File: src/rtl/rip_decode_queue.sv
// rip_decode_queue -- RV32I decode stage fronted by a DEPTH-entry instruction queue.
//
// Fetch words are written into a small circular queue. The queue head is decoded
// combinationally, and that result is captured into a registered output bundle
// when the output register is free or is being consumed this cycle.
//
// Handshakes (both sides): a transfer happens on a rising clk edge where
// valid && ready are both high. The source holds valid and payload stable
// until the transfer. f_ready depends only on queue fullness, never on a
// same-cycle pop, so a full queue never accepts a word (no pass-through).
// dec_* are held stable while dec_valid && !dec_ready.
//
// Ports:
//   clk, rst_n                  clock, synchronous active-low reset
//   flush                       drop queue contents and the output bundle
//   f_valid/f_ready/f_pc/f_inst fetch-side handshake and payload
//   hd_rs1_num/hd_rs2_num       source registers of the queue head (0 if empty/unused)
//   dec_valid/dec_ready         execute-side handshake
//   dec_pc, dec_op, dec_rs1/rs2/rd, dec_csr, dec_zimm, dec_imm
//   dec_acc_mem/dec_upd_reg/dec_upd_pc/dec_illegal   control flags
//   occ                         current queue occupancy
//
// Build option: define RIP_DECODE_M_EXT_EN to decode the M extension
// (MUL..REMU as ops 48-55); otherwise those encodings are illegal.
module rip_decode_queue #(
  parameter int DEPTH = 4,
  parameter int PC_W  = 32,
  parameter int OP_W  = 6
) (
  input  logic                     clk,
  input  logic                     rst_n,
  input  logic                     flush,
  input  logic                     f_valid,
  output logic                     f_ready,
  input  logic [PC_W-1:0]          f_pc,
  input  logic [31:0]              f_inst,
  output logic [4:0]               hd_rs1_num,
  output logic [4:0]               hd_rs2_num,
  output logic                     dec_valid,
  input  logic                     dec_ready,
  output logic [PC_W-1:0]          dec_pc,
  output logic [OP_W-1:0]          dec_op,
  output logic [4:0]               dec_rs1,
  output logic [4:0]               dec_rs2,
  output logic [4:0]               dec_rd,
  output logic [11:0]              dec_csr,
  output logic [4:0]               dec_zimm,
  output logic [31:0]              dec_imm,
  output logic                     dec_acc_mem,
  output logic                     dec_upd_reg,
  output logic                     dec_upd_pc,
  output logic                     dec_illegal,
  output logic [$clog2(DEPTH):0]   occ
);

  localparam int AW = $clog2(DEPTH);

  // Output register state; dec_valid is this state made visible.
  localparam logic [0:0] ST_EMPTY = 1'b0;
  localparam logic [0:0] ST_HOLD  = 1'b1;

  typedef struct packed {
    logic [OP_W-1:0] op;
    logic [4:0]      rs1;
    logic [4:0]      rs2;
    logic [4:0]      rd;
    logic [11:0]     csr;
    logic [4:0]      zimm;
    logic [31:0]     imm;
    logic            acc_mem;
    logic            upd_reg;
    logic            upd_pc;
    logic            illegal;
  } dec_t;

  function automatic dec_t decode(input logic [31:0] ins);
    dec_t        d;
    logic [5:0]  op;
    logic        use_rd, use_rs1, use_rs2, is_csr, is_zimm, is_mem, is_jmp;
    logic [31:0] imm;
    logic [2:0]  f3;
    logic [6:0]  f7;
    d = '0;
    op = '0;
    use_rd = 1'b0; use_rs1 = 1'b0; use_rs2 = 1'b0;
    is_csr = 1'b0; is_zimm = 1'b0; is_mem = 1'b0; is_jmp = 1'b0;
    imm = '0;
    f3 = ins[14:12];
    f7 = ins[31:25];
    case (ins[6:0])
      7'b0110111: begin op = 6'd1; use_rd = 1'b1; imm = {ins[31:12], 12'b0}; end
      7'b0010111: begin op = 6'd2; use_rd = 1'b1; imm = {ins[31:12], 12'b0}; end
      7'b1101111: begin
        op = 6'd3; use_rd = 1'b1; is_jmp = 1'b1;
        imm = {{12{ins[31]}}, ins[19:12], ins[20], ins[30:21], 1'b0};
      end
      7'b1100111: begin
        if (f3 == 3'd0) op = 6'd4;
        use_rd = 1'b1; use_rs1 = 1'b1; is_jmp = 1'b1;
        imm = {{20{ins[31]}}, ins[31:20]};
      end
      7'b1100011: begin
        case (f3)
          3'd0: op = 6'd5;
          3'd1: op = 6'd6;
          3'd4: op = 6'd7;
          3'd5: op = 6'd8;
          3'd6: op = 6'd9;
          3'd7: op = 6'd10;
          default: op = '0;
        endcase
        use_rs1 = 1'b1; use_rs2 = 1'b1; is_jmp = 1'b1;
        imm = {{20{ins[31]}}, ins[7], ins[30:25], ins[11:8], 1'b0};
      end
      7'b0000011: begin
        case (f3)
          3'd0: op = 6'd11;
          3'd1: op = 6'd12;
          3'd2: op = 6'd13;
          3'd4: op = 6'd14;
          3'd5: op = 6'd15;
          default: op = '0;
        endcase
        use_rd = 1'b1; use_rs1 = 1'b1; is_mem = 1'b1;
        imm = {{20{ins[31]}}, ins[31:20]};
      end
      7'b0100011: begin
        case (f3)
          3'd0: op = 6'd16;
          3'd1: op = 6'd17;
          3'd2: op = 6'd18;
          default: op = '0;
        endcase
        use_rs1 = 1'b1; use_rs2 = 1'b1; is_mem = 1'b1;
        imm = {{20{ins[31]}}, ins[31:25], ins[11:7]};
      end
      7'b0010011: begin
        case (f3)
          3'd0: op = 6'd19;
          3'd2: op = 6'd20;
          3'd3: op = 6'd21;
          3'd4: op = 6'd22;
          3'd6: op = 6'd23;
          3'd7: op = 6'd24;
          3'd1: op = (f7 == 7'b0000000) ? 6'd25 : 6'd0;
          default: op = (f7 == 7'b0000000) ? 6'd26 :
                        (f7 == 7'b0100000) ? 6'd27 : 6'd0;
        endcase
        use_rd = 1'b1; use_rs1 = 1'b1;
        // Shifts carry an unsigned shamt rather than a sign-extended immediate.
        if (f3 == 3'd1 || f3 == 3'd5) imm = {27'b0, ins[24:20]};
        else                          imm = {{20{ins[31]}}, ins[31:20]};
      end
      7'b0110011: begin
        if (f7 == 7'b0000000) begin
          case (f3)
            3'd0: op = 6'd28;
            3'd1: op = 6'd30;
            3'd2: op = 6'd31;
            3'd3: op = 6'd32;
            3'd4: op = 6'd33;
            3'd5: op = 6'd34;
            3'd6: op = 6'd36;
            default: op = 6'd37;
          endcase
        end else if (f7 == 7'b0100000) begin
          if (f3 == 3'd0)      op = 6'd29;
          else if (f3 == 3'd5) op = 6'd35;
        end
`ifdef RIP_DECODE_M_EXT_EN
        else if (f7 == 7'b0000001) begin
          op = 6'd48 + {3'b0, f3};
        end
`endif
        use_rd = 1'b1; use_rs1 = 1'b1; use_rs2 = 1'b1;
      end
      7'b0001111: begin
        if (f3 == 3'd0)      op = 6'd38;
        else if (f3 == 3'd1) op = 6'd39;
      end
      7'b1110011: begin
        if (f3 == 3'd0) begin
          // Only the exact ECALL/EBREAK words are accepted here.
          if (ins == 32'h0000_0073)      begin op = 6'd40; is_jmp = 1'b1; end
          else if (ins == 32'h0010_0073) begin op = 6'd41; is_jmp = 1'b1; end
        end else begin
          case (f3)
            3'd1: op = 6'd42;
            3'd2: op = 6'd43;
            3'd3: op = 6'd44;
            3'd5: op = 6'd45;
            3'd6: op = 6'd46;
            3'd7: op = 6'd47;
            default: op = '0;
          endcase
          use_rd = 1'b1; is_csr = 1'b1;
          use_rs1 = !f3[2];
          is_zimm = f3[2];
        end
      end
      default: op = '0;
    endcase

    if (op == '0) begin
      // Illegal word: redirect the pipeline to the trap handler.
      d.illegal = 1'b1;
      d.upd_pc  = 1'b1;
    end else begin
      d.op      = OP_W'(op);
      d.rd      = use_rd  ? ins[11:7]  : 5'd0;
      d.rs1     = use_rs1 ? ins[19:15] : 5'd0;
      d.rs2     = use_rs2 ? ins[24:20] : 5'd0;
      d.csr     = is_csr  ? ins[31:20] : 12'd0;
      d.zimm    = is_zimm ? ins[19:15] : 5'd0;
      d.imm     = imm;
      d.acc_mem = is_mem;
      d.upd_pc  = is_jmp;
      d.upd_reg = (d.rd != 5'd0);
    end
    return d;
  endfunction

  // Queue storage; pointers carry an extra wrap bit to tell full from empty.
  logic [PC_W-1:0] pc_mem_q   [DEPTH];
  logic [31:0]     inst_mem_q [DEPTH];
  logic [AW:0]     wr_ptr_q, wr_ptr_d;
  logic [AW:0]     rd_ptr_q, rd_ptr_d;
  logic [0:0]      state_q, state_d;
  dec_t            dec_q, dec_d;
  logic [PC_W-1:0] dec_pc_q, dec_pc_d;

  logic  empty, full, push, load;
  dec_t  head_dec;

  assign empty    = (wr_ptr_q == rd_ptr_q);
  assign full     = (wr_ptr_q[AW] != rd_ptr_q[AW]) && (wr_ptr_q[AW-1:0] == rd_ptr_q[AW-1:0]);
  assign f_ready  = !full;
  assign push     = f_valid && f_ready;
  assign load     = !empty && ((state_q == ST_EMPTY) || dec_ready);
  assign head_dec = decode(inst_mem_q[rd_ptr_q[AW-1:0]]);

  always_comb begin
    wr_ptr_d = wr_ptr_q;
    rd_ptr_d = rd_ptr_q;
    state_d  = state_q;
    dec_d    = dec_q;
    dec_pc_d = dec_pc_q;
    if (flush) begin
      wr_ptr_d = '0;
      rd_ptr_d = '0;
      state_d  = ST_EMPTY;
      dec_d    = '0;
      dec_pc_d = '0;
    end else begin
      if (push) wr_ptr_d = wr_ptr_q + (AW+1)'(1);
      if (load) begin
        rd_ptr_d = rd_ptr_q + (AW+1)'(1);
        state_d  = ST_HOLD;
        dec_d    = head_dec;
        dec_pc_d = pc_mem_q[rd_ptr_q[AW-1:0]];
      end else if (state_q == ST_HOLD && dec_ready) begin
        state_d  = ST_EMPTY;
        dec_d    = '0;
        dec_pc_d = '0;
      end
    end
  end

  always_ff @(posedge clk) begin
    if (!rst_n) begin
      wr_ptr_q <= '0;
      rd_ptr_q <= '0;
      state_q  <= ST_EMPTY;
      dec_q    <= '0;
      dec_pc_q <= '0;
    end else begin
      wr_ptr_q <= wr_ptr_d;
      rd_ptr_q <= rd_ptr_d;
      state_q  <= state_d;
      dec_q    <= dec_d;
      dec_pc_q <= dec_pc_d;
    end
  end

  // Storage needs no reset: entries are only read between the pointers.
  always_ff @(posedge clk) begin
    if (push && !flush) begin
      pc_mem_q[wr_ptr_q[AW-1:0]]   <= f_pc;
      inst_mem_q[wr_ptr_q[AW-1:0]] <= f_inst;
    end
  end

  assign hd_rs1_num  = empty ? 5'd0 : head_dec.rs1;
  assign hd_rs2_num  = empty ? 5'd0 : head_dec.rs2;
  assign dec_valid   = (state_q == ST_HOLD);
  assign dec_pc      = dec_pc_q;
  assign dec_op      = dec_q.op;
  assign dec_rs1     = dec_q.rs1;
  assign dec_rs2     = dec_q.rs2;
  assign dec_rd      = dec_q.rd;
  assign dec_csr     = dec_q.csr;
  assign dec_zimm    = dec_q.zimm;
  assign dec_imm     = dec_q.imm;
  assign dec_acc_mem = dec_q.acc_mem;
  assign dec_upd_reg = dec_q.upd_reg;
  assign dec_upd_pc  = dec_q.upd_pc;
  assign dec_illegal = dec_q.illegal;
  assign occ         = wr_ptr_q - rd_ptr_q;

endmodule

File: config.mk
export PLATFORM = sky130hd
export DESIGN_NAME = rip_decode_queue
export DESIGN_NICKNAME = d
export VERILOG_FILES = /design/src/rtl/rip_decode_queue.sv
export SDC_FILE = /design/constraint.sdc
export NUM_CORES = 1
export LEC_CHECK = 0
export BUFFER_PORTS_ARGS = -buffer_cell sky130_fd_sc_hd__buf_2
export CAP_MARGIN = 5
export CORE_ASPECT_RATIO = 0.6
export CORE_MARGIN = 10
export CORE_UTILIZATION = 64
export CTS_BUF_LIST = sky130_fd_sc_hd__clkbuf_8
export DETAILED_ROUTE_END_ITERATION = 10
export HOLD_SLACK_MARGIN = 0.06
export MAX_ROUTING_LAYER = met4
export PLACE_DENSITY_LB_ADDON = 0.25
export SLEW_MARGIN = 20
export SYNTH_ARGS = -nofsm -noshare
export SYNTH_HDL_FRONTEND = slang
export SYNTH_SLANG_ARGS = --single-unit
File: constraint.sdc
create_clock -name clk -period 11.3 [get_ports clk]
set_input_delay 2.26 -clock clk [delete_from_list [all_inputs] [get_ports clk]]
set_output_delay 2.26 -clock clk [all_outputs]
set_load 0.01 [all_outputs]
Word level (Yosys, flattened, before mapping)
Memories as Yosys holds them, arrays and structs flattened. A register that Yosys moved wholly into a read port is not among the register bits.
Index checks and enable logic that the tools add are counted.
- $add $sub $neg: 3
- equality and inequality tests: 24
- mux-type cells: 57
- bitwise logic cells: 2
- reductions and logical operators: 24
- operator list (operator ; number):
    32-bit one-hot mux with 6 select lines ; 1
    74-bit 2-to-1 mux ; 2
    32-bit 2-to-1 mux ; 3
    72-bit 2-to-1 mux ; 1
    6-bit one-hot mux with 11 select lines ; 1
    6-bit 2-to-1 mux ; 9
    5-bit 2-to-1 mux ; 9
    6-bit one-hot mux with 7 select lines ; 1
    6-bit one-hot mux with 6 select lines ; 1
    5-bit one-hot mux with 7 select lines ; 1
    32-bit by 21-bit == test with 1-bit output (second input constant) ; 1
    32-bit by 7-bit == test with 1-bit output (second input constant) ; 1
    7-bit by 6-bit == test with 1-bit output (second input constant) ; 4
    7-bit == test (second input constant) ; 4
    4-bit one-hot mux with 6 select lines ; 1
    4-bit one-hot mux with 5 select lines ; 1
    1-bit 2-to-1 mux ; 16
    5-bit one-hot mux with 3 select lines ; 1
    7-bit by 5-bit == test with 1-bit output (second input constant) ; 2
    3-bit == test (second input constant) ; 4
    12-bit 2-to-1 mux ; 1
    2-bit 2-to-1 mux ; 4
    2-bit OR reduction ; 4
    7-bit by 2-bit == test with 1-bit output (second input constant) ; 1
    22 further kinds ; 36
- bits in registers: 113
- memory bits (writable): 256
- input bits: 69
- output and inout bits: 121
- word-level logic and storage cells: 127
- memories kept: 2
- memory list (name ; depth ; bits a word ; read ports ; clocked after memory_dff ; wr ports ; line ; RTL):
    inst_mem_q ; 4 ; 32 ; 1 ; 1 ; 1 ; 225 ; logic [31:0] inst_mem_q [DEPTH];
    pc_mem_q ; 4 ; 32 ; 1 ; 1 ; 1 ; 224 ; logic [PC_W-1:0] pc_mem_q [DEPTH];

Logic depth before layout (Yosys ltp)
- word-level depth: 9
- gate-level depth with buffers: 15
- depth with buffers taken out: 8

Worst setup path after synthesis
Ideal clock, no wire load.
- path type: reg2out
- from: register with a tool-made name
- to: output port hd_rs1_num[0]
- arrival: 3.083 ns
- data required time: 9.040 ns
- setup slack: 5.957 ns
- stages on the path, launching flop included: 13
- buffers on the path: 4
- cells stage by stage: dfxtp_1 buf_6 buf_6 mux4_2 nor3_1 nand2_2 or4_4 o21ai_2 a211oi_1 nor4b_4 buf_6 buf_6 nor3_1
- RTL lines (element ; line ; RTL):
    to (decl) ; 37 ; output logic [4:0] hd_rs1_num,

==> results.txt <==
The endpoint identified for the worst register-to-register timing path is dec_imm[3]. Summing all non-filler instances in the final layout gives an area of 16900 um^2. The tools report the maximum clock path buffer count as 3. The max-slew violation count was 0. The count of synthesis-stage warnings from yosys was 0.

The run gives 2 as the maximum level of the CTS H-tree. The routed design could run at a clock period as short as 7.36 ns. In this run the post-CTS setup repair buffer count came out at 0. The arrival time reported for the critical path endpoint is 5.10 ns. The total wirelength of the detailed-routed design is 37000 um. Between clock sinks in the finished design, the worst skew comes to 0.0322 ns. The die footprint is 29600 um^2. The final RePlAce weighted congestion was 0.942. The critical path is of the reg2out type.

The count of filler cells inserted in the layout was 1404; the average detailed-routed wire length per instance was 24.0 um. The total of buffers placed on input and output ports was 189; the area fraction of the dominant cell type after synthesis was 52.3%. Yosys attributes the largest share of cell area to sky130_fd_sc_hd__edfxtp_1 52%, sky130_fd_sc_hd__dfxtp_1 16%, sky130_fd_sc_hd__mux4_2 9.8%. For this block, the via count after detailed routing is 9640. The top cell type by total area after synthesis is sky130_fd_sc_hd__edfxtp_1. Timing would allow up to 136 MHz. Among all cell types in the netlist, the one instantiated most often is sky130_fd_sc_hd__edfxtp_1. The count of nets left with antenna violations once routing finished came out at 0. The relative area change from synthesis to final layout is 14.8%, and the die span in x is 216 um.

Kind of path behind the tightest hold check: reg2reg. Setup violations remaining at the end of the flow were counted as 0. Before antenna repair, the detailed router went through 8 iterations. The tools report the via count of the first global-routing pass as 9602.

The number of gates resized after CTS was 0. The worst max-slew margin expressed relative to the limit is 31.8%, and the setup slack of the worst register-to-register path is 6.66 ns. After detailed placement, the total cell area comes to 15800 um^2. The half-perimeter wire length of the detailed placement result came out at 24500 um. In this run the static leakage power is 5.92 nW. Across all hold checks on the routed design, the worst slack comes to 0.448 ns. The synthesized netlist contains 68 unique library cells. The cell depth of the worst flop-to-flop path was 8; the number of placement rows was 42. Across the run, the number of max-cap violations was 0.

The run gives 0 as the final-report hold violation count. The run gives 50 as the number of buffers added by the clock tree synthesis step. The tools report the startpoint kind of the worst setup timing path as a register. Along the worst path, the maximum fanout reaches 78.

For this design the ratio of total power to cell area is 160 nW/um^2. Buffers inserted to repair hold after CTS numbered 0. The flow ran to the end, and the final reports show no timing, DRC or antenna violations. The launch point of the worst hold path is dec_imm[19].

The die extent in y was 137 um; the average size of a mapped cell was 14.6 um^2. The post-route netlist has 29.8% of its cells at a drive strength greater than 1. The synthesized flop and latch total was 371; the detailed-route DRC error count was 0.

Setup repair after global routing left no endpoint under its margin. After clock tree synthesis, the clock-pin slew on the worst setup and hold paths is 0.07 ns. The initial utilization of the core area, before any placement, comes to 65.9%. Counting instances, the worst hold path has a depth of 2. The core region is 22300 um^2. The total routing usage reported by global routing was 25.2%. Type of destination of the critical path: a primary output.

The detailed router finished its first iteration with 1173 violations. At the later pin of the worst-skew pair, clock insertion delay measures 0.59 ns. The total overflow left after global routing is 0. The logs give 56300 um for the wire length of the first global-routing pass and 9.04 ns for the worst endpoint required time. The maximum number of pins on one net before global-route repair was 79; the final instance count without filler cells was 1543. In this run the cell area of the synthesized design comes to 14700 um^2. The commonest cells after synthesis are 256 x sky130_fd_sc_hd__edfxtp_1, 119 x sky130_fd_sc_hd__nand2_1, 115 x sky130_fd_sc_hd__dfxtp_1, 66 x sky130_fd_sc_hd__nor2_1, 64 x sky130_fd_sc_hd__mux4_2.

Timing analysis after detailed placement gives a worst setup slack of 4.66 ns. The run gives 3 as the number of antenna violations at the first check in global routing. The tools report the share of the core filled with cells in the final layout as 75.7%. The count of flip-flops with a built-in enable after synthesis is 256, and the number of clock sinks seen by CTS is 371. The post-synthesis cell count was 1003; the slack of the critical path was 3.94 ns. In the synthesized netlist the dominant register cell turns out to be sky130_fd_sc_hd__edfxtp_1. TritonCTS built the clock tree.

CTS placed an instance of sky130_fd_sc_hd__clkbuf_8 at the clock tree root. The detailed-route vias per instance was 6.25; the setup TNS was 0 ns. For the number of nets produced by synthesis, the log shows 1080. The final layout contains 1268 nets. The largest vdd supply drop is 0.150 mV. The overall power after layout is 2.70 mW, and the slew at the pin closest to its max-slew limit is 1.02 ns.

The number of cells in the design after placement came out at 1447. Number of ports placed on the die boundary: 190. Sequential cells were found to cover 68.0% of the synthesized design area. Counting flops with an async set or reset pin after synthesis yields a share of 0%. The path with the worst hold slack has its endpoint at dec_imm[19]. Dividing the final minimum period by the clock period gives 65.1%.
layout make-up:
type	instances	area [um^2]	share of cell area (%)
Clock buffer	58	798	4.73
Timing Repair Buffer	199	1020	6.05
Sequential cell	371	10000	59.3
Antenna cell	3	7.51	0.0445
Tap cell	308	385	2.28
Multi-Input combinational cell	557	4390	26.0
Inverter	12	45.0	0.267
Clock inverter	35	228	1.35
critical path: stages (launching register included):
cell	delay, ns
sky130_fd_sc_hd__dfxtp_4	0.66
sky130_fd_sc_hd__buf_4	0.55
sky130_fd_sc_hd__mux4_2	0.49
sky130_fd_sc_hd__nor2_1	0.47
sky130_fd_sc_hd__nand3_1	0.33
sky130_fd_sc_hd__nor2_1	0.51
sky130_fd_sc_hd__nand4_1	0.24
sky130_fd_sc_hd__nand4_1	0.25
sky130_fd_sc_hd__nor4b_4	0.07
sky130_fd_sc_hd__buf_4	0.36
sky130_fd_sc_hd__nor3_1	0.31
sky130_fd_sc_hd__buf_2	0.19
per-layer routing:
| layer | part of all wire, % | wire length, um | global-route usage, % | up-vias |
|---|---|---|---|---|
| li1 | - | - | - | 4265 |
| met5 | 0 | 0 | - | - |
| met4 | 1.4 | 529 | 5.49 | 0 |
| met2 | 44 | 16200 | 35.8 | 558 |
| met1 | 44 | 16100 | 35.5 | 4759 |
| met3 | 11 | 4120 | 7.51 | 58 |
power by group:
group	switching (mW)	internal (mW)
clock network	0.491	0.539
logic	0.126	0.0616
registers	0.0121	1.47
layout by cell type (no fill, tap or decap), drive strengths merged, types with 7 or more instances in the layout:
cell type / n
edfxtp: 256
buf: 199
nand2: 120
dfxtp: 115
nor2: 67
mux4: 64
clkbuf: 58
o31ai: 54
a22oi: 38
a21oi: 37
inv: 26
o21ai: 25
nor3: 17
clkinv: 16
nand4: 14
nand3: 12
and2: 10
nand2b: 8
nor4: 8
ha: 7
cell families after synthesis:
group,share of synthesized area [%]
XOR/XNOR,0.537
AND/OR/NAND/NOR,9.22
adder cells (fa/ha/maj),0.732
multiplexers,9.88
AO/OA/AOI/OAI,9.18
buffers and inverters,2.44
flip-flops,68.0
how the worst max path moves through the flow:
stage	depth (start not counted)	to	startpoint	slack, ns
after CTS	10	hd_rs1_num[1]	register	4.02
after global placement	11	hd_rs1_num[4]	register	4.75
final	11	hd_rs1_num[1]	register	3.94
after detailed placement	10	hd_rs1_num[1]	register	4.66
after global routing	10	hd_rs1_num[1]	register	3.73
after floorplan	12	hd_rs1_num[0]	register	5.96
No activity file was read; power rests on OpenSTA's default activity.
